**src/rtl/matmul_seq_ctrl_pkg.sv**
```systemverilog
// Shared types and constants for the matrix-multiply sequencer and its datapath.
package matmul_pkg;

   localparam int MM_DEF_M       = 4;
   localparam int MM_DEF_N       = 4;
   localparam int MM_DEF_P       = 4;
   localparam int MM_DEF_MEM_LAT = 1;

   typedef enum logic [1:0] {
      IDLE  = 2'd0,
      ISSUE = 2'd1,
      DRAIN = 2'd2
   } mm_state_t;

   // Address/counter width that never collapses to zero bits for a dimension of 1.
   function automatic int clog2_min1(input int value);
      if (value <= 32'sd1) begin
         return 32'sd1;
      end else begin
         return $clog2(value);
      end
   endfunction

endpackage

```
**src/rtl/matmul_seq_ctrl_if.sv**
```systemverilog
// Command and operand-RAM/MAC control bundle between the sequencer and the datapath.
interface matmul_seq_ctrl_if #(
   parameter int M = matmul_pkg::MM_DEF_M,
   parameter int N = matmul_pkg::MM_DEF_N,
   parameter int P = matmul_pkg::MM_DEF_P
);
   import matmul_pkg::*;

   localparam int AW_A = clog2_min1(M * N);
   localparam int AW_B = clog2_min1(N * P);
   localparam int AW_C = clog2_min1(M * P);

   logic            start;
   logic            busy;
   logic            done;
   logic            rd_en;
   logic [AW_A-1:0] a_addr;
   logic [AW_B-1:0] b_addr;
   logic            acc_en;
   logic            acc_clr;
   logic            c_wr_en;
   logic [AW_C-1:0] c_addr;

   modport master (
      input  start,
      output busy, done, rd_en, a_addr, b_addr, acc_en, acc_clr, c_wr_en, c_addr
   );

   modport slave (
      output start,
      input  busy, done, rd_en, a_addr, b_addr, acc_en, acc_clr, c_wr_en, c_addr
   );

endinterface

```
**src/rtl/matmul_seq_ctrl_dly_line.sv**
```systemverilog
// Reset-clearable shift register aligning issue-time tags with operand RAM read latency.
module matmul_dly_line #(
   parameter int W     = 1,
   parameter int DEPTH = 1
) (
   input  logic         clk,
   input  logic         rst,
   input  logic [W-1:0] din,
   output logic [W-1:0] dout
);

   logic [DEPTH-1:0][W-1:0] stage_q;
   logic [DEPTH-1:0][W-1:0] stage_d;

   // Next-state of every stage: shift by one toward the output.
   always_comb begin
      stage_d[0] = din;
      for (int i = 1; i < DEPTH; i++) begin
         stage_d[i] = stage_q[i-1];
      end
   end

   // Stage registers, flushed by reset.
   always_ff @(posedge clk or posedge rst) begin
      if (rst) begin
         stage_q <= '0;
      end else begin
         stage_q <= stage_d;
      end
   end

   assign dout = stage_q[DEPTH-1];

endmodule

```
**src/rtl/matmul_seq_ctrl.sv**
```systemverilog
// Sequencer for a single-MAC matrix multiply: walks row/col/idx, issues operand reads,
// and steers accumulator clear/enable plus the C write strobe. Carries no data.
module matmul_seq_ctrl
   import matmul_pkg::*;
#(
   parameter int M       = MM_DEF_M,
   parameter int N       = MM_DEF_N,
   parameter int P       = MM_DEF_P,
   parameter int MEM_LAT = MM_DEF_MEM_LAT
) (
   input  logic              clk,
   input  logic              rst,
   matmul_seq_ctrl_if.master bus
);

   localparam int AW_A = clog2_min1(M * N);
   localparam int AW_B = clog2_min1(N * P);
   localparam int AW_C = clog2_min1(M * P);
   localparam int RW   = clog2_min1(M);
   localparam int CW   = clog2_min1(P);
   localparam int IW   = clog2_min1(N);
   localparam int DW   = AW_C + 3;

   localparam logic [RW-1:0]   ROW_MAX    = RW'(M - 1);
   localparam logic [CW-1:0]   COL_MAX    = CW'(P - 1);
   localparam logic [IW-1:0]   IDX_MAX    = IW'(N - 1);
   localparam logic [AW_C-1:0] C_LAST     = AW_C'(M * P - 1);
   localparam logic [AW_A-1:0] A_ROW_STEP = AW_A'(N);
   localparam logic [AW_B-1:0] B_IDX_STEP = AW_B'(P);

   if (M < 1 || N < 1 || P < 1 || MEM_LAT < 1) begin : g_param_check
      $fatal(1, "matmul_seq_ctrl: M, N, P and MEM_LAT must all be >= 1");
   end

   mm_state_t       state_q, state_d;
   logic            busy_q, busy_d, done_q, done_d, rd_en_q, rd_en_d;
   logic [AW_A-1:0] a_addr_q, a_addr_d, a_base_q, a_base_d;
   logic [AW_B-1:0] b_addr_q, b_addr_d;
   logic [RW-1:0]   row_q, row_d;
   logic [CW-1:0]   col_q, col_d;
   logic [IW-1:0]   idx_q, idx_d;
   logic [AW_C-1:0] c_cur_q, c_cur_d, c_addr_q, c_addr_d;
   logic            c_wr_en_q, c_wr_en_d;
   logic [DW-1:0]   dly_in, dly_out;
   logic            last_issue;

   // Tag = {valid, first-of-dot-product, last-of-dot-product, C address}, gated when idle.
   assign dly_in     = {rd_en_q, rd_en_q & (idx_q == '0), rd_en_q & (idx_q == IDX_MAX),
                        rd_en_q ? c_cur_q : {AW_C{1'b0}}};
   assign last_issue = (row_q == ROW_MAX) && (col_q == COL_MAX) && (idx_q == IDX_MAX);

   matmul_dly_line #(.W(DW), .DEPTH(MEM_LAT)) u_dly (
      .clk  (clk),
      .rst  (rst),
      .din  (dly_in),
      .dout (dly_out)
   );

   // Next-state, loop-nest advance and registered strobe computation.
   always_comb begin
      state_d   = state_q;
      busy_d    = busy_q;
      done_d    = 1'b0;
      rd_en_d   = 1'b0;
      a_addr_d  = '0;
      b_addr_d  = '0;
      a_base_d  = a_base_q;
      row_d     = row_q;
      col_d     = col_q;
      idx_d     = idx_q;
      c_cur_d   = c_cur_q;
      c_wr_en_d = dly_out[DW-1] & dly_out[DW-3];
      c_addr_d  = c_wr_en_d ? dly_out[AW_C-1:0] : {AW_C{1'b0}};
      case (state_q)
         IDLE: begin
            if (bus.start) begin
               state_d  = ISSUE;
               busy_d   = 1'b1;
               rd_en_d  = 1'b1;
               a_base_d = '0;
               row_d    = '0;
               col_d    = '0;
               idx_d    = '0;
               c_cur_d  = '0;
            end else begin
               busy_d = 1'b0;
            end
         end
         ISSUE: begin
            if (last_issue) begin
               state_d = DRAIN;
            end else if (idx_q != IDX_MAX) begin
               rd_en_d  = 1'b1;
               idx_d    = idx_q + 1'b1;
               a_addr_d = a_addr_q + 1'b1;
               b_addr_d = b_addr_q + B_IDX_STEP;
            end else if (col_q != COL_MAX) begin
               // New column of the same row: A rewinds to the row base, B restarts at col.
               rd_en_d  = 1'b1;
               idx_d    = '0;
               col_d    = col_q + 1'b1;
               a_addr_d = a_base_q;
               b_addr_d = AW_B'(col_q) + 1'b1;
               c_cur_d  = c_cur_q + 1'b1;
            end else begin
               rd_en_d  = 1'b1;
               idx_d    = '0;
               col_d    = '0;
               row_d    = row_q + 1'b1;
               a_base_d = a_base_q + A_ROW_STEP;
               a_addr_d = a_base_q + A_ROW_STEP;
               b_addr_d = '0;
               c_cur_d  = c_cur_q + 1'b1;
            end
         end
         DRAIN: begin
            if (c_wr_en_q && (c_addr_q == C_LAST)) begin
               state_d = IDLE;
               busy_d  = 1'b0;
               done_d  = 1'b1;
            end else begin
               state_d = DRAIN;
            end
         end
         default: begin
            state_d = IDLE;
            busy_d  = 1'b0;
         end
      endcase
   end

   // All sequencer state and outputs.
   always_ff @(posedge clk or posedge rst) begin
      if (rst) begin
         state_q   <= IDLE;
         busy_q    <= 1'b0;
         done_q    <= 1'b0;
         rd_en_q   <= 1'b0;
         a_addr_q  <= '0;
         b_addr_q  <= '0;
         a_base_q  <= '0;
         row_q     <= '0;
         col_q     <= '0;
         idx_q     <= '0;
         c_cur_q   <= '0;
         c_wr_en_q <= 1'b0;
         c_addr_q  <= '0;
      end else begin
         state_q   <= state_d;
         busy_q    <= busy_d;
         done_q    <= done_d;
         rd_en_q   <= rd_en_d;
         a_addr_q  <= a_addr_d;
         b_addr_q  <= b_addr_d;
         a_base_q  <= a_base_d;
         row_q     <= row_d;
         col_q     <= col_d;
         idx_q     <= idx_d;
         c_cur_q   <= c_cur_d;
         c_wr_en_q <= c_wr_en_d;
         c_addr_q  <= c_addr_d;
      end
   end

   assign bus.busy    = busy_q;
   assign bus.done    = done_q;
   assign bus.rd_en   = rd_en_q;
   assign bus.a_addr  = a_addr_q;
   assign bus.b_addr  = b_addr_q;
   assign bus.acc_en  = dly_out[DW-1];
   assign bus.acc_clr = dly_out[DW-2];
   assign bus.c_wr_en = c_wr_en_q;
   assign bus.c_addr  = c_addr_q;

endmodule

```
**src/flat_wrapper.sv**
```systemverilog
// flat-port wrapper written by rule: the top's interface ports become plain ports
module matmul_seq_ctrl_flat import matmul_pkg::*;
#(
   parameter int M       = MM_DEF_M,
   parameter int N       = MM_DEF_N,
   parameter int P       = MM_DEF_P,
   parameter int MEM_LAT = MM_DEF_MEM_LAT
)
  (clk, rst, bus_start, bus_busy, bus_done, bus_rd_en, bus_a_addr, bus_b_addr, bus_acc_en, bus_acc_clr, bus_c_wr_en, bus_c_addr);
  matmul_seq_ctrl_if #(.M(M), .N(N), .P(P)) bus_i ();
  input  logic clk;
  input  logic rst;
  input wire logic [$bits(bus_i.start)-1:0] bus_start;
  output wire logic [$bits(bus_i.busy)-1:0] bus_busy;
  output wire logic [$bits(bus_i.done)-1:0] bus_done;
  output wire logic [$bits(bus_i.rd_en)-1:0] bus_rd_en;
  output wire logic [$bits(bus_i.a_addr)-1:0] bus_a_addr;
  output wire logic [$bits(bus_i.b_addr)-1:0] bus_b_addr;
  output wire logic [$bits(bus_i.acc_en)-1:0] bus_acc_en;
  output wire logic [$bits(bus_i.acc_clr)-1:0] bus_acc_clr;
  output wire logic [$bits(bus_i.c_wr_en)-1:0] bus_c_wr_en;
  output wire logic [$bits(bus_i.c_addr)-1:0] bus_c_addr;
  assign bus_i.start = bus_start;
  assign bus_busy = bus_i.busy;
  assign bus_done = bus_i.done;
  assign bus_rd_en = bus_i.rd_en;
  assign bus_a_addr = bus_i.a_addr;
  assign bus_b_addr = bus_i.b_addr;
  assign bus_acc_en = bus_i.acc_en;
  assign bus_acc_clr = bus_i.acc_clr;
  assign bus_c_wr_en = bus_i.c_wr_en;
  assign bus_c_addr = bus_i.c_addr;
  matmul_seq_ctrl #(.M(M), .N(N), .P(P), .MEM_LAT(MEM_LAT)) u_core (.clk(clk), .rst(rst), .bus(bus_i));
endmodule
```
**config.mk**
```make
export PLATFORM = sky130hd
export DESIGN_NAME = matmul_seq_ctrl_flat
export DESIGN_NICKNAME = d
export VERILOG_FILES = /design/src/rtl/matmul_seq_ctrl_pkg.sv /design/src/rtl/matmul_seq_ctrl_if.sv /design/src/rtl/matmul_seq_ctrl_dly_line.sv /design/src/rtl/matmul_seq_ctrl.sv /design/src/flat_wrapper.sv
export SDC_FILE = /design/constraint.sdc
export NUM_CORES = 1
export LEC_CHECK = 0
export ABC_AREA = 0
export BUFFER_PORTS_ARGS = -buffer_cell sky130_fd_sc_hd__buf_2
export CAP_MARGIN = 20
export CORE_UTILIZATION = 60
export CTS_CLUSTER_DIAMETER = 200
export DETAILED_ROUTE_END_ITERATION = 8
export MAX_ROUTING_LAYER = met4
export PLACE_DENSITY = 0.82
export SYNTH_ARGS = -nofsm -noshare
export SYNTH_HDL_FRONTEND = slang
export SYNTH_SLANG_ARGS = --single-unit
```
**constraint.sdc**
```tcl
create_clock -name clk -period 3.7 [get_ports clk]
set_input_delay 0.185 -clock clk [delete_from_list [all_inputs] [get_ports clk]]
set_output_delay 0.185 -clock clk [all_outputs]
set_load 0.1 [all_outputs]
```
Word-level counts from Yosys, hierarchy flattened
Index checks and enable logic that the tools add are counted.
- bits in registers: 39
- bits of input ports: 3
- output and inout bits: 18
- logic and storage cells: 91
- add/sub/neg operators: 8
- eq/ne operators: 14
- muxes and demuxes: 40
- bitwise operators: 4
- reductions and logical operators: 11
- operators with widths (kind ; number):
    two-way mux 4 bit ; 15
    two-way mux 2 bit ; 12
    one-hot mux 4 bit (2 select lines) ; 2
    inequality test 2 bit (second input constant) ; 6
    one-hot mux 2 bit (2 select lines) ; 3
    adder 4 x 1 -> 4 bit (second input constant) ; 2
    adder 4 x 3 -> 4 bit (second input constant) ; 2
    equality test 2 bit (second input constant) ; 4
    adder 2 x 1 -> 2 bit (second input constant) ; 3
    one-hot mux 2 bit (3 select lines) ; 1
    two-way mux 1 bit ; 5
    AND reduction 5 bit ; 1
    equality test 4 bit (second input constant) ; 1
    zero test 2 bit ; 2
    inequality test 2 x 1 -> 1 bit (second input constant) ; 2
    AND reduction 2 bit ; 2
    AND reduction 4 bit ; 1
    adder 2 x 1 -> 3 bit (second input constant) ; 1
    AND 1 bit ; 3
    logical AND 1 bit ; 3
    one-hot mux 1 bit (3 select lines) ; 1
    AND reduction 3 bit ; 1
    equality test 2 x 1 -> 1 bit (second input constant) ; 1
    one-hot mux 1 bit (2 select lines) ; 1
    other kinds (2) ; 2

Longest topological paths before layout
Gate-level depths: netlist of run 1.
- depth in word-level cells: 5
- gate-level depth with buffers: 7

Cells and area by module
From an unflattened synthesis of run 1, not the netlist that was laid out.
- cells, all modules: 135
- area total of the unflattened synthesis: 1595.3 um^2
- by module, submodules not included (module ; times used ; cells an instance ; area each (um^2)):
    matmul_seq_ctrl ; 1 ; 127 ; 1416.4
    matmul_dly_line ; 1 ; 8 ; 178.9

Least setup slack after synthesis of run 1
Ideal clock, no wire load.
- path type: register to register
- start point: reg u_core.a_addr_q[0], in the netlist u_core.bus.a_addr[0]
- end point: reg u_core.a_addr_q[2], in the netlist u_core.bus.a_addr[2]
- arrival: 1.532 ns
- required time: 3.576 ns
- slack: 2.045 ns
- cell stages (with the launch flop): 6
- buffers on the path: 0
- period minus slack after synthesis: 1.655 ns
- cells stage by stage: dfrtp_1 > ha_1 > xnor2_1 > nor2_1 > a21oi_1 > nor2_1
- longest elaborated chain between the ends: 4
- ends and longest elaborated chain (item ; RTL line ; text):
    start: declaration ; matmul_seq_ctrl.sv:37 ; logic [AW_A-1:0] a_addr_q, a_addr_d, a_base_q, a_base_d;
    start signal: assignment ; matmul_seq_ctrl.sv:153 ; a_addr_q <= a_addr_d;
    adder 4 x 1 -> 4 bit ; matmul_seq_ctrl.sv:95 ; a_addr_d = a_addr_q + 1'b1;
    two-way mux 4 bit ; matmul_seq_ctrl.sv:92 ; end else if (idx_q != IDX_MAX) begin
    two-way mux 4 bit ; matmul_seq_ctrl.sv:90 ; if (last_issue) begin
    two-way mux 4 bit ; matmul_seq_ctrl.sv:74 ; case (state_q)
    via u_core.a_addr_d[2] ; matmul_seq_ctrl.sv:37 ;
The timed path passes the listed nets, and every way through them passes these cells.
A chain may end at the register's enable or synchronous reset.

Worst setup path after layout of run 1
- start point: reg u_core.idx_q[0]
- end point: reg u_core.c_cur_q[2]
- longest elaborated chain between the ends: 4
- elaborated cells on any way between the ends: 6
- classes of those cells: eq/ne (4); reduce/logical (2)
- ends and longest elaborated chain (item ; RTL line ; text):
    start: declaration ; matmul_seq_ctrl.sv:41 ; logic [IW-1:0] idx_q, idx_d;
    start signal: assignment ; matmul_seq_ctrl.sv:158 ; idx_q <= idx_d;
    equality test 2 bit ; matmul_seq_ctrl.sv:50 ; assign last_issue = (row_q == ROW_MAX) && (col_q == COL_MAX) && (idx_q == IDX_MAX);
    logical AND 1 bit ; matmul_seq_ctrl.sv:50 ;
    inequality test 2 bit (no source line) ; - ;
    AND reduction 4 bit (no source line) * ; - ;
    end signal: assignment ; matmul_seq_ctrl.sv:159 ; c_cur_q <= c_cur_d;
    end: declaration ; matmul_seq_ctrl.sv:42 ; logic [AW_C-1:0] c_cur_q, c_cur_d, c_addr_q, c_addr_d;
Every way passes the cells marked *; elsewhere a longest branch is shown, timed or not.

==> flow_summary.json, run 1 <==
{
  "netlist_area_mm2": 0.00158,
  "synth_warnings": 0,
  "synthCells": 136,
  "cp.required_ps": 3930,
  "clock_latency_ps": 340,
  "tightest_slew_ps": 527,
  "wl_met1_um": 1310,
  "grt_start_max_net_pins": 38,
  "synth.avg_cell_area_um2": 11.6,
  "maxCapViolCount": 0,
  "antenna_cells": 0,
  "area_growth_pct": 12.6,
  "fin_cells": 192,
  "yosys.area.top_type_share_pct": 58.6,
  "grt_use_total_pct": 25.1,
  "grt_pass1_wl_um": 4770,
  "wl_met2_um": 1350,
  "vias_per_cell": 5.61,
  "io_buffer_count": 20,
  "final_layout_size_suffix_gt1_share_pct": 22.8,
  "die_x_um": 53.3,
  "finalWorstSetupSlack_ps": 1990,
  "met3WireLength_um": 124,
  "synth-seq-cells": 37,
  "rsz0062_at_grt": "false",
  "highest_layer": "met4",
  "clock_sinks": 37,
  "skew_ps": 9.60,
  "max_slew_margin_pct": 64.8,
  "vias": 1078,
  "final_cell_mix": "37 x dfrtp_1, 20 x buf_2, 10 x nor2_1",
  "cp_data_arrival_time_ps": 1940,
  "drt-pass1-iter-count": 4,
  "cts_tree": "done",
  "reg2regPathDepth": 5,
  "die-area_mm2": 0.00284,
  "path_class": "flop to flop",
  "setup_tns_ps": 0,
  "die_y_um": 53.3,
  "slew_viol_final": 0,
  "clock.fmax_mhz": 583,
  "synth_seq_area_share_pct": 58.6,
  "grt_antenna_before_repair": 0,
  "drc": 0,
  "pre_cts_slack_ps": 2000,
  "drtIter0Drc": 39,
  "initial_core_util_pct": 63.8,
  "crit_fanout": 13,
  "rows": 18,
  "htree_num_levels": 2,
  "startpoint_type": "flop",
  "setup_violations": 0,
  "ys.flop_type": "dfrtp_1",
  "hold_class": "input pin to flop",
  "status": "completed",
  "core_mm2": 0.00248,
  "cp-end-kind": "flop",
  "syn_nets": 145,
  "synth-edff-count": 0,
  "final_common_cell": "dfrtp_1",
  "io_pins": 21,
  "yosysTopAreaCell": "dfrtp_1",
  "wl_per_cell_um": 14.7,
  "drt-total-wl_um": 2820,
  "hold_depth": 4,
  "clockBufferDepth": 2,
  "gp_congestion": 0.862,
  "hpwlAfterDp_um": 2000,
  "cts_root_buffer": "clkbuf_4",
  "min_period_ps": 1710,
  "grt_pass1_vias": 1062,
  "ys_types": 37,
  "hold_viol_final": 0,
  "async_reset_ff_share_pct": 100,
  "antenna_left": 0,
  "period_share_pct": 46.3,
  "cts.clk_slew.worst_paths_ps": 100,
  "cts_inserted_buffers": 5,
  "final_nets": 170,
  "overflow": 0,
  "hold_ws_ps": 324,
  "synthTopCellsByArea": "dfrtp_1 59%, ha_1 4.8%, and2_1 3.2%, nor2_1 2.4%, and3_1 2.0%",
  "dp.cells": 183
}
Yosys cell counts, types with 2 or more instances:
cell,n
dfrtp_1,37
nor2_1,10
and2_1,8
inv_1,7
nand2_1,7
a21oi_1,6
ha_1,6
nand3_1,6
and3_1,5
nand2b_1,4
a22o_1,3
buf_2,3
o21ai_0,3
a21o_1,2
mux2i_1,2
nor3_1,2
nor4_1,2
o21ai_2,2
o32ai_1,2
xnor2_1,2
sequential cells by signal (all words and copies together) (netlist names):
register / flops
u_core.c_cur_q: 4
u_core.state_q: 2
u_core.bus.c_addr: 4
u_core.idx_q: 2
u_core.u_dly.dout: 7
u_core.a_base_q: 2
u_core.bus.c_wr_en: 1
u_core.bus.rd_en: 1
u_core.bus.done: 1
u_core.bus.b_addr: 4
u_core.bus.a_addr: 4
u_core.col_q: 2
u_core.bus.busy: 1
u_core.row_q: 2
through the flow:
step / instance area (um^2) / util, %
final: 1780 / 71.8
after floorplan: 1580 / -
after CTS: 1780 / 71.8
after detailed placement: 1700 / 68.6
after global placement: 1700 / 68.6
after global routing: 1780 / 71.8
what timing repair did:
action                                 CTS  global route
hold buffers                             1             0
endpoints found under the hold margin   37             0
buffers inserted                         0             0
resized for setup                        0             0
cell type report:
type                    instances  area, um^2
well taps                      30        37.5
clock inverters                 1        5.00
multi-input cells              87         597
repair buffers                 22         118
inverters                       8        31.3
clock buffers                   7        65.1
fillers                       174         698
flip-flops and latches         37         926
worst paths after layout:
path                            startpoint                    to  slack, ps
max in group asynchronous              rst  u_core.bus.a_addr[0]       2890
setup / recovery           u_core.idx_q[0]     u_core.c_cur_q[2]       1990
min in group asynchronous              rst     u_core.c_cur_q[0]        490
hold reg to reg            u_core.row_q[0]       u_core.row_q[0]        490
setup reg to reg           u_core.idx_q[0]     u_core.c_cur_q[2]       1990
hold / removal                   bus_start     u_core.state_q[0]        320
logic make-up (layout without fill, tap and decap cells):
| family | count (synthesis) | after routing | share of synthesized area, % |
|---|---|---|---|
| AO/OA/AOI/OAI | 25 | 25 | 11.7 |
| XOR/XNOR | 3 | 3 | 1.66 |
| adder cells (fa/ha/maj) | 6 | 6 | 4.75 |
| buffers and inverters | 12 | 38 | 3.64 |
| flip-flops | 37 | 37 | 58.6 |
| multiplexers | 3 | 3 | 1.98 |
| AND/OR/NAND/NOR | 50 | 50 | 17.7 |
layer usage:
layer / vias up / global-route usage (%)
met4: 0 / 10.5
met3: 4 / 6.90
met1: 518 / 32.2
met2: 28 / 37.5
met5: - / -
li1: 528 / -
worst max-delay path, cell delays in order, from the launching register on:
cell and delay [ps]:
dfrtp_1 420, ha_1 350, and4_4 200, or3_4 400
o21ai_2 160, o31ai_2 80
Power of run 1 is left out: the tool's default activity adds up to more than one toggle a clock period on the data nets, which glitch-free logic cannot reach.
==> run 2, diff against run 1 <==
Settings changed: CORE_UTILIZATION 60 to 55, PLACE_DENSITY 0.82 to 0.76.
Clock period 3.7 ns to 1.8 ns, I/O delays scaled along.
==> run 2 against run 1 <==
Effect of this change: cell count rose by 2.1%; global-route usage is 5.3 points lower; non-clock buffer count grew 3; sequential share of layout area fell by 1.2 points; worst setup slack worse by 1800 ps; highest routed layer unchanged; critical path depth is the same; largest cell class unchanged; count of clock-buffer cells in the layout shrank 1; via count up 1.4%; first-iteration DRC count shrank 56%; register-to-register slack worse by 1800 ps; die area increased by 8.7%; cell area grew 2.4%.
==> flow_summary.json, run 2 (same netlist as run 1, synthesis figures left out) <==
{
  "maxCapViolCount": 0,
  "period_share_pct": 91.2,
  "startpoint_type": "flop",
  "vias_per_cell": 5.58,
  "hpwlAfterDp_um": 1900,
  "tightest_slew_ps": 489,
  "cts_inserted_buffers": 5,
  "die_x_um": 55.6,
  "initial_core_util_pct": 57.8,
  "setup_violations": 0,
  "min_period_ps": 1640,
  "clock_latency_ps": 350,
  "gp_congestion": 0.837,
  "slew_viol_final": 0,
  "cp_data_arrival_time_ps": 1870,
  "top_usage_layer": "met2",
  "grt_use_met3_pct": 5.35,
  "met2_usage_pct": 30.6,
  "clockBufferDepth": 2,
  "cp-end-kind": "flop",
  "area_growth_pct": 15.3,
  "path_class": "flop to flop",
  "die-area_mm2": 0.00309,
  "drc": 0,
  "skew_ps": 12.8,
  "io_buffer_count": 20,
  "wl_per_cell_um": 13.8,
  "htree_num_levels": 2,
  "cts_tree": "done",
  "cts.clk_slew.worst_paths_ps": 120,
  "grt_pass1_wl_um": 4490,
  "final_layout_size_suffix_gt1_share_pct": 24.2,
  "grt_antenna_before_repair": 0,
  "core_mm2": 0.00273,
  "max_stage_delay_ps": 430,
  "overflow": 0,
  "drt-pass1-iter-count": 4,
  "final_common_cell": "dfrtp_1",
  "drtIter0Drc": 17,
  "rsz0062_at_grt": "false",
  "grt_pass1_vias": 1017,
  "hold_class": "input pin to flop",
  "antenna_left": 0,
  "crit_fanout": 6,
  "die_y_um": 55.6,
  "cts_setup_buffers": 0,
  "hold_viol_final": 0,
  "rows": 19,
  "grt_start_max_net_pins": 38,
  "vias": 1093,
  "setup_tns_ps": 0,
  "critPathTopFamily": "simple AND/OR/NAND/NOR gates",
  "status": "completed",
  "cp.required_ps": 2030,
  "drt-total-wl_um": 2710,
  "cts_root_buffer": "clkbuf_4",
  "io_pins": 21,
  "gr-usage-met1_pct": 23.6,
  "clock.fmax_mhz": 609,
  "grt_use_total_pct": 19.8,
  "cp.buffers_inverters": 0,
  "clock_sinks": 37,
  "max_slew_margin_pct": 67.7,
  "largest_reg_flops": 7,
  "worstPathCellList": "ha_1 -> and4_4 -> or3_4 -> o21ai_2 -> o31ai_2",
  "final_cell_mix": "37 x dfrtp_1, 20 x buf_2, 10 x nor2_1",
  "final_nets": 173,
  "antenna_cells": 0,
  "crit_slowest_cell": "dfrtp_1"
}
==> run 2: cell types whose count changed in the layout (fill, tap and decap cells not counted), sizes merged <==
cell,previous run,this run
buf,21,24
bufinv,0,1
clkbuf,7,6
clkinv,2,1
clkinvlp,0,1
==> run 2: what timing repair did <==
action | 4_1_cts | 5_1_grt
endpoints found under the hold margin | 37 | 0
setup endpoints to repair | 0 | 0
hold buffers | 1 | 0
gates resized for setup | 0 | 0
==> run 2: worst paths after layout <==
path / startpoint / to / slack (ps) / depth (start not counted)
worst max-delay path: u_core.col_q[0] / u_core.c_cur_q[2] / 160 / 5
worst min-delay path: bus_start / u_core.state_q[0] / 220 / 4
worst max register to register: u_core.col_q[0] / u_core.c_cur_q[2] / 160 / 5
worst min register to register: u_core.bus.b_addr[2] / u_core.bus.b_addr[2] / 480 / 1
max in group asynchronous: rst / u_core.bus.a_addr[2] / 1100 / 4
min in group asynchronous: rst / u_core.a_base_q[3] / 380 / 4
==> run 2: final cells by class <==
type	count	area, um^2
clock buffer	6	51.3
clock inverter	2	37.5
fill	212	912
inverter	8	31.3
multi-input combinational	87	597
sequential	37	926
tap	31	38.8
timing repair buffer	25	140
==> run 2: layer usage <==
layer / vias to the layer above / part of all wire [%]
li1: 536 / -
met1: 525 / 46
met3: 8 / 4.0
met4: 0 / 2.8
met2: 24 / 48
met5: - / 0
==> run 2: worst min-delay path: cells and delay by family <==
family                 cells  cell delay, ps
buffers and inverters      2             150
and+or+nand+nor            2             300
==> run 2: through the flow <==
| stage | worst slack [ps] | hold slack [ps] | area [um^2] | utilization (%) | cells |
|---|---|---|---|---|---|
| 2_1_floorplan | 145 | 270 | 1580 | - | 136 |
| 3_3_place_gp | 223 | 209 | 1720 | 63.0 | 187 |
| 3_5_place_dp | 185 | 223 | 1720 | 63.0 | 187 |
| 4_1_cts | 156 | 225 | 1820 | 66.6 | 196 |
| 5_1_grt | 72.3 | 252 | 1820 | 66.6 | 196 |
| 6_report | 159 | 225 | 1820 | 66.6 | 196 |
Power of run 2 is left out for the same reason.
